[src/rtl/uart_cmd_decoder.sv]
// UART ASCII command decoder: RX FIFO bytes -> one-cycle stopwatch control pulses.
// Optional echo of accepted bytes to the TX FIFO when UART_CMD_ECHO_EN is defined.
module uart_cmd_decoder #(
  parameter logic [7:0] CMD_RUN   = 8'h52,
  parameter logic [7:0] CMD_CLEAR = 8'h43,
  parameter logic [7:0] CMD_MODE  = 8'h4D,
  parameter bit         CASE_FOLD = 1'b1
) (
  input  logic       clk,
  input  logic       rst,
  input  logic [7:0] rx_data,
  input  logic       rx_empty,
  output logic       rx_pop,
  output logic [7:0] tx_data,
  input  logic       tx_full,
  output logic       tx_push,
  output logic       uart_enable,
  output logic       uart_clear,
  output logic       uart_mode,
  output logic       cmd_err,
  output logic [7:0] cmd_cnt
);

  localparam logic [1:0] S_IDLE   = 2'd0;
  localparam logic [1:0] S_DECODE = 2'd1;
`ifdef UART_CMD_ECHO_EN
  localparam logic [1:0] S_ECHO   = 2'd2;
`endif

  logic [1:0] r_state;
  logic [7:0] r_cmd;
  logic       r_rx_pop;
  logic       r_enable;
  logic       r_clear;
  logic       r_mode;
  logic       r_err;
  logic [7:0] r_cnt;

  logic [7:0] w_key;
  logic       w_run;
  logic       w_clr;
  logic       w_mode;
  logic       w_ign;
  logic       w_acc;

  // Clearing bit 5 folds ASCII lowercase onto uppercase
  assign w_key  = CASE_FOLD ? (r_cmd & 8'hDF) : r_cmd;
  assign w_run  = (w_key == CMD_RUN);
  assign w_clr  = (w_key == CMD_CLEAR);
  assign w_mode = (w_key == CMD_MODE);
  assign w_ign  = (r_cmd == 8'h0D) || (r_cmd == 8'h0A);
  assign w_acc  = w_run || w_clr || w_mode;

`ifdef UART_CMD_ECHO_EN
  logic       r_tx_push;
  logic [7:0] r_tx_data;
`endif

  always_ff @(posedge clk) begin
    if (rst) begin
      r_state  <= S_IDLE;
      r_cmd    <= 8'h00;
      r_rx_pop <= 1'b0;
      r_enable <= 1'b0;
      r_clear  <= 1'b0;
      r_mode   <= 1'b0;
      r_err    <= 1'b0;
      r_cnt    <= 8'h00;
`ifdef UART_CMD_ECHO_EN
      r_tx_push <= 1'b0;
      r_tx_data <= 8'h00;
`endif
    end else begin
      r_rx_pop <= 1'b0;
      r_enable <= 1'b0;
      r_clear  <= 1'b0;
      r_mode   <= 1'b0;
      r_err    <= 1'b0;
`ifdef UART_CMD_ECHO_EN
      r_tx_push <= 1'b0;
`endif
      case (r_state)
        S_IDLE: begin
          if (!rx_empty) begin
            r_cmd    <= rx_data;
            r_rx_pop <= 1'b1;
            r_state  <= S_DECODE;
          end
        end
        S_DECODE: begin
          unique case (1'b1)
            w_run: begin
              r_enable <= 1'b1;
              r_cnt    <= r_cnt + 8'd1;
            end
            w_clr: begin
              r_clear <= 1'b1;
              r_cnt   <= r_cnt + 8'd1;
            end
            w_mode: begin
              r_mode <= 1'b1;
              r_cnt  <= r_cnt + 8'd1;
            end
            w_ign: begin
            end
            default: r_err <= 1'b1;
          endcase
`ifdef UART_CMD_ECHO_EN
          r_state <= w_acc ? S_ECHO : S_IDLE;
`else
          r_state <= S_IDLE;
`endif
        end
`ifdef UART_CMD_ECHO_EN
        // Backpressure: hold here (no pops) until TX has room
        S_ECHO: begin
          if (!tx_full) begin
            r_tx_data <= r_cmd;
            r_tx_push <= 1'b1;
            r_state   <= S_IDLE;
          end
        end
`endif
        default: r_state <= S_IDLE;
      endcase
    end
  end

`ifdef UART_CMD_ECHO_EN
  assign tx_push = r_tx_push;
  assign tx_data = r_tx_data;
`else
  logic w_unused;
  assign w_unused = tx_full ^ w_acc;
  assign tx_push  = 1'b0;
  assign tx_data  = 8'h00;
`endif

  assign rx_pop      = r_rx_pop;
  assign uart_enable = r_enable;
  assign uart_clear  = r_clear;
  assign uart_mode   = r_mode;
  assign cmd_err     = r_err;
  assign cmd_cnt     = r_cnt;

endmodule

[config.mk]
export PLATFORM = sky130hd
export DESIGN_NAME = uart_cmd_decoder
export DESIGN_NICKNAME = d
export VERILOG_FILES = /design/src/rtl/uart_cmd_decoder.sv
export SDC_FILE = /design/constraint.sdc
export NUM_CORES = 1
export LEC_CHECK = 0
export CAP_MARGIN = 10
export CORE_UTILIZATION = 55
export DETAILED_ROUTE_END_ITERATION = 16
export DONT_BUFFER_PORTS = 1
export HOLD_SLACK_MARGIN = 0.15
export PLACE_DENSITY = 0.81
export SYNTH_ARGS = -nofsm -noshare
export SYNTH_HDL_FRONTEND = slang
export SYNTH_SLANG_ARGS = --single-unit
[constraint.sdc]
create_clock -name clk -period 2.65 [get_ports clk]
set_input_delay 0.795 -clock clk [delete_from_list [all_inputs] [get_ports clk]]
set_output_delay 0.795 -clock clk [all_outputs]
set_load 0.02 [all_outputs]
Word-level counts from Yosys, hierarchy flattened. Index checks and enable logic that the tools add are counted.

ROM bits: 0. Latch bits: 0. Output and inout port bits: 22. Bits in writable memories: 0. Input port bits: 12. Bits in registers: 22. Memories kept: 0.

Shift operators: 0. $add $sub $neg: 1. Equal/unequal tests: 5. Bitwise gates (word level): 3. Multiply operators: 0. Reduce and logical (&&, ||, !) cells: 8. Multiplexer cells: 5. Magnitude comparators: 0. Divide/modulo/power cells: 0.

Operators with widths (number): equality test 7 x 6 -> 1 bit (second input constant) (3); equality test 8 x 4 -> 1 bit (second input constant) (2); adder 8 x 1 -> 8 bit (second input constant) (1); two-way mux 1 bit (5); AND reduction 2 bit (2); OR reduction 2 bit (2); OR reduction 4 bit (1); NOT 1 bit (3); OR reduction 3 bit (1); zero test 2 bit (1); logical OR 1 bit (1).

Longest topological paths before layout. Gate-level depths: netlist (run 1).

Word-level depth: 4. Gate-level depth with buffers: 5.

Worst setup path after synthesis (run 1). Ideal clock, no wire load.

Path kind: flip-flop to flip-flop. Start point: register r_cnt[2], in the netlist cmd_cnt[2]. End point: register r_cnt[7], in the netlist cmd_cnt[7]. Arrival time: 1.455 ns. Cell stages (with the launch flop): 5. Slack: 1.071 ns. Path buffers: 0. Data required time: 2.527 ns. Period minus slack after synthesis: 1.579 ns. Path through: dfxtp_1 > and3_1 > nand3_1 > a2111oi_4 > mux2_1.

Word-level cells in the longest chain between the ends: 1.

Ends and longest elaborated chain: from (decl) (RTL line 37) `logic [7:0] r_cnt;`; from (signal assigned) (RTL line 94) `r_cnt <= r_cnt + 8'd1;`; from (signal assigned) (RTL line 98) `r_cnt <= r_cnt + 8'd1;`; from (signal assigned) (RTL line 102) `r_cnt <= r_cnt + 8'd1;`; adder 8 x 1 -> 8 bit (RTL line 94, 98, 102).

No other way between the ends. A chain may end at the register's enable or synchronous reset.

Worst setup path after layout (run 1).
Start point: register r_cmd[1]. End point: register r_cnt[7], in the netlist cmd_cnt[7].

Word-level cells in the longest chain between the ends: 3. Elaborated cells on any way between the ends: 5. Those cells by class: 3 x eq/ne; 2 x reduce/logical.

Ends and longest elaborated chain: from (decl) (RTL line 31) `logic [7:0] r_cmd;`; from (signal assigned) (RTL line 85) `r_cmd <= rx_data;`; equality test 7 x 6 -> 1 bit (on tied branches) (RTL line 48, 49, 50); OR reduction 3 bit (no line) *; AND reduction 2 bit (no line) *.

Every way passes the cells marked *; elsewhere a longest branch is shown, timed or not.

==> impl_metrics.json, run 1 <==
{
  "status": "finished clean",
  "postCtsHoldBufs": 0,
  "grt_max_degree": 28,
  "finalWorstPathRequiredPeriod_ns": 1.87,
  "drv_slew": 0,
  "hold_class": "reg2reg",
  "path_class": "reg2reg",
  "cts_root_buffer": "clkbuf_4",
  "max_freq_mhz": 535,
  "netlist_instances": 123,
  "cts_resized": 0,
  "synth_ff_type": "dfxtp_1",
  "wl_per_cell_um": 12.2,
  "insertedDiodeCount": 0,
  "drc": 0,
  "syn_area_sq_mm": 0.00114,
  "cp_max_fo": 12,
  "rsz0062_at_grt": "no",
  "ys_ff_latch": 22,
  "place_congestion": 0.758,
  "start_util_pct": 58.1,
  "dieArea_sq_mm": 0.00226,
  "io_buffers": 0,
  "multiInputGateArea_sq_um": 623,
  "grtUsageTotal_pct": 17.4,
  "peakVddDrop_mv": 0.328,
  "place.detailed.hpwl_um": 1330,
  "powerDensity_mw_per_mm2": 475,
  "drt_first_pass_iters": 4,
  "leakagePower_nw": 0.402,
  "ctsHtreeMaxLevel": 1,
  "maxCapViolCount": 0,
  "worstHoldStart": "r_cmd[5]$_SDFFE_PP0P_",
  "cp-end-kind": "register",
  "synth-seq-area-share_pct": 38.6,
  "yosys.cell_types.count": 38,
  "vias": 809,
  "layout_common_cells": "22 x dfxtp_1, 10 x nand2_1, 9 x nor2_1, 9 x a21oi_1, 9 x conb_1",
  "finalWirelength_um": 1790,
  "cts.clk_slew.worst_paths_ns": 0.11,
  "ys_warn_count": 0,
  "setup_violations": 0,
  "post_cts_buffers": 0,
  "pin_count": 34,
  "fin_nets": 134,
  "grt_pass1_vias": 652,
  "gr-total-overflow": 0,
  "clkPwrFrac_pct": 26.8,
  "start_kind": "register",
  "drive_above_1_share_pct": 11.8,
  "grt_antenna_before_repair": 0,
  "cts_tree": "built",
  "clkLatencyLatePin_ns": 0.30,
  "syn2layout_area_growth_pct": -1.10,
  "die_w_um": 47.5,
  "hold_viol_final": 0,
  "cts_buffers": 3,
  "n_fill_cell": 196,
  "num_rows": 16,
  "antenna_left": 0,
  "die_y_um": 47.5,
  "fp.coreArea_sq_mm": 0.00196,
  "final.setup.tns_ns": 0,
  "first_iter_violations": 17,
  "clock_sinks": 22,
  "seqPwrFrac_pct": 65.8,
  "vias_per_cell": 5.54,
  "final_common_cell": "dfxtp_1",
  "grt_first_pass_wirelength_um": 2770,
  "stdcell_count": 146,
  "finalCritPeriodShare_pct": 70.5,
  "arrival_ns": 2.07,
  "seqCellArea_sq_um": 440,
  "synth-edff-count": 0,
  "synth.avg_cell_area_sq_um": 9.27,
  "power_frac_comb_pct": 7.4,
  "finClkSkew_ns": 0.00235,
  "placed_cells": 143,
  "timing.rr.start": "r_cmd[1]$_SDFFE_PP0P_",
  "switching_share_pct": 24.2,
  "crit_start": "r_cmd[1]$_SDFFE_PP0P_",
  "async_flop_share_pct": 0,
  "max-clock-path-buffers": 2,
  "intPower_uw": 406,
  "netSwitchingPower_uw": 129,
  "crit_required_ns": 2.85
}
-- per-stage QoR --
step           hold slack (ns)  instance area [sq um]  total power, mW  setup slack [ns]  util (%)
2_1_floorplan            0.454                   1170            0.409              1.07         -
3_3_place_gp             0.457                   1100            0.398             0.837      56.3
3_5_place_dp             0.475                   1100            0.400             0.798      56.3
4_1_cts                  0.493                   1130            0.540             0.775      57.5
5_1_grt                  0.527                   1130            0.559             0.634      57.5
6_report                 0.486                   1130            0.536             0.782      57.5
-- state kept, by name (all words and copies together) (netlist names) --
signal	flops
cmd_cnt	8
cmd_err	1
r_cmd	8
r_state	1
rx_pop	1
uart_clear	1
uart_enable	1
uart_mode	1
-- synth_stat cells, types with 2 or more instances --
master	n	area [sq um]
nor3_1	3	15.0
o21ai_0	8	40.0
mux2_1	5	56.3
nand2_1	10	37.5
dfxtp_1	22	440
nor2_1	9	33.8
inv_1	2	7.51
a21oi_1	9	45.0
o2111ai_1	2	17.5
a211oi_2	4	50.1
buf_4	9	67.6
clkbuf_1	3	11.3
nor2b_1	8	50.1
nand3_1	4	20.0
a211oi_1	2	15.0
-- worst paths after layout --
check | end | slack (ns) | cells past startpoint
max | cmd_cnt[7]$_SDFFE_PP0P_ | 0.78 | 4
min | r_cmd[5]$_SDFFE_PP0P_ | 0.49 | 2
max reg2reg | cmd_cnt[7]$_SDFFE_PP0P_ | 0.78 | 4
min reg2reg | r_cmd[5]$_SDFFE_PP0P_ | 0.49 | 2
-- layout make-up --
class	count	share of cell area, %
clock buffer	3	2.00
tap	27	3.00
inverter	2	0.666
multi-input combinational	92	55.3
sequential	22	39.1
-- worst max-delay path, cell delays in order (launching register included) --
cell and delay [ns]:
dfxtp_1 0.41, nor3b_4 0.31, nand3b_2 0.32, a2111oi_4 0.39
mux2_1 0.34
-- power by group through the flow --
stage	clock network [mW]	logic, mW	registers (mW)
2_1_floorplan	0	0.0529	0.356
3_5_place_dp	0	0.0394	0.360
6_report	0.144	0.0394	0.352
3_3_place_gp	0	0.0382	0.360
5_1_grt	0.159	0.0450	0.354
4_1_cts	0.148	0.0395	0.353
-- per-layer routing --
layer	vias up	global-route usage, %	wire [um]
met5	-	0	0
met4	0	5.14	21
met3	2	5.28	108
met2	26	29.3	876
met1	372	21.5	781
li1	409	-	-
-- logic make-up (layout without fill, tap and decap cells) --
| logic type | after synthesis | count (layout) | share of synthesized area (%) |
|---|---|---|---|
| AO/OA/AOI/OAI | 32 | 32 | 22.4 |
| other | 1 | 9 | 0.329 |
| multiplexers | 6 | 6 | 5.93 |
| adder cells (fa/ha/maj) | 1 | 1 | 1.10 |
| AND/OR/NAND/NOR | 44 | 44 | 22.3 |
| buffers and inverters | 17 | 5 | 9.33 |
| flip-flops | 22 | 22 | 38.6 |
Note: power is estimated with default switching activity, not from simulation.
==> run 2: changes to the inputs <==
==> constraint.sdc (replaced) <==
create_clock -name clk -period 1.85 [get_ports clk]
set_input_delay 0.555 -clock clk [delete_from_list [all_inputs] [get_ports clk]]
set_output_delay 0.555 -clock clk [all_outputs]
set_load 0.02 [all_outputs]
==> run 2 against run 1 <==
  * Register-to-register slack got worse by 0.67 ns
  * Highest routed layer unchanged
  * Clock skew rose by 0.0027 ns
  * Via count rose by 5.4%
==> impl_metrics.json, run 2 (same netlist as run 1, synthesis figures left out) <==
{
  "status": "finished clean",
  "drc": 0,
  "cts_tree": "built",
  "final_core_util_pct": 62.5,
  "start_util_pct": 58.1,
  "syn2layout_area_growth_pct": 7.57,
  "hold_viol_final": 0,
  "io_buffers": 0,
  "min_delay_worst_endpoint": "r_cmd[2]$_SDFFE_PP0P_",
  "drt_first_pass_iters": 4,
  "finalWirelength_um": 1960,
  "grt_first_pass_wirelength_um": 2920,
  "insertedDiodeCount": 0,
  "place_congestion": 0.766,
  "ctsHtreeMaxLevel": 1,
  "regToRegEndpoint": "cmd_cnt[7]$_SDFFE_PP0P_",
  "slew-limit-headroom_pct": 65.6,
  "layout_common_cells": "22 x dfxtp_1, 10 x nand2_1, 9 x nor2_1, 9 x a21oi_1, 9 x conb_1",
  "clkLatencyLatePin_ns": 0.29,
  "drive_above_1_share_pct": 18.0,
  "grt_antenna_before_repair": 0,
  "place.detailed.hpwl_um": 1440,
  "cp_cell_sequence": "nor3b_4 -> o21ai_4 -> a2111oi_4 -> mux2_1",
  "peakVddDrop_mv": 0.709,
  "pin_count": 34,
  "arrival_ns": 1.94,
  "worst_pin_slew_ns": 0.515,
  "gr-total-overflow": 0,
  "fin_nets": 142,
  "crit_family": "compound AO/OA/AOI/OAI gates",
  "cts.clk_slew.worst_paths_ns": 0.12,
  "antenna_left": 0,
  "clock_sinks": 22,
  "final.setup.tns_ns": 0,
  "rr_worst_depth": 4,
  "final_common_cell": "dfxtp_1",
  "cts_root_buffer": "clkbuf_4",
  "postCtsHoldBufs": 0,
  "first_iter_violations": 23,
  "die_y_um": 47.5,
  "grt_max_degree": 28,
  "slowest_delay_ns": 0.41,
  "slowest_stage": "dfxtp_1",
  "cts_buffers": 3,
  "worst-path-buf-inv": 0,
  "crit_start": "r_cmd[1]$_SDFFE_PP0P_",
  "max-clock-path-buffers": 2,
  "num_rows": 16,
  "leakagePower_nw": 0.484,
  "grt_pass1_vias": 695,
  "finalWorstPathRequiredPeriod_ns": 1.74,
  "reg2reg_slack_ns": 0.11,
  "holdPathStages": 1,
  "worstHoldStart": "rst",
  "drv_slew": 0,
  "powerDensity_mw_per_mm2": 754,
  "grtUsageTotal_pct": 18.2,
  "dieArea_sq_mm": 0.00226,
  "path_class": "reg2reg",
  "cp_max_fo": 9,
  "die_w_um": 47.5,
  "finClkSkew_ns": 0.00507,
  "start_kind": "register",
  "vias_per_cell": 5.50,
  "finalCritPeriodShare_pct": 94.0,
  "timing.rr.start": "r_cmd[1]$_SDFFE_PP0P_",
  "fp.coreArea_sq_mm": 0.00196,
  "cp-end-kind": "register",
  "setup_violations": 0,
  "wl_per_cell_um": 12.7,
  "crit_required_ns": 2.05,
  "rsz0062_at_grt": "no",
  "vias": 853,
  "n_fill_cell": 184,
  "maxCapViolCount": 0,
  "hold_class": "in2reg",
  "max_freq_mhz": 575
}
==> run 2: area by class of cell <==
type / instances / area (sq um) / share of cell area (%)
sequential: 22 / 440 / 35.9
multi-input combinational: 92 / 632 / 51.5
tap: 27 / 33.8 / 2.76
inverter: 2 / 7.51 / 0.612
clock inverter: 1 / 30.0 / 2.45
clock buffer: 3 / 22.5 / 1.84
timing repair buffer: 8 / 60.1 / 4.90
==> run 2: what timing repair did <==
| item | in CTS | in global routing |
|---|---|---|
| buffers inserted | 0 | 0 |
| endpoints found under the setup margin | 0 | 2 |
| gates resized for setup | 0 | 1 |
==> run 2: worst max-delay path by stage <==
stage          slack (ns)  cells after the start                 endpoint
2_1_floorplan        0.27                      4  cmd_cnt[7]$_SDFFE_PP0P_
3_3_place_gp         0.13                      4  cmd_cnt[7]$_SDFFE_PP0P_
3_5_place_dp         0.11                      4  cmd_cnt[7]$_SDFFE_PP0P_
4_1_cts               0.1                      4  cmd_cnt[7]$_SDFFE_PP0P_
5_1_grt              0.03                      4  cmd_cnt[7]$_SDFFE_PP0P_
6_report             0.11                      4  cmd_cnt[7]$_SDFFE_PP0P_
==> run 2: per-layer routing <==
layer	global-route usage [%]	part of all wire, %	vias to the layer above
li1	-	-	430
met1	22.5	44	401
met2	31.5	51	20
met3	4.91	4.3	2
met4	4.57	0.61	0
met5	0	0	-
==> run 2: power by group <==
part	switching (mW)	internal (mW)	total [mW]
Clock	0.138	0.219	0.357
Sequential	0.0151	0.487	0.502
Combinational	0.0429	0.0219	0.0648
Total	0.196	0.728	0.924
==> run 2: through the flow <==
stage                     instance area [sq um]  hold slack (ns)  worst slack (ns)  power, mW  std cells
after floorplan                            1170            0.454             0.271      0.586        131
after global placement                     1160            0.457             0.132      0.572        151
after detailed placement                   1160            0.465             0.114      0.575        151
after CTS                                  1220            0.300            0.0974      0.931        155
after global routing                       1230            0.287            0.0263      0.959        155
final                                      1230            0.311             0.112      0.924        155
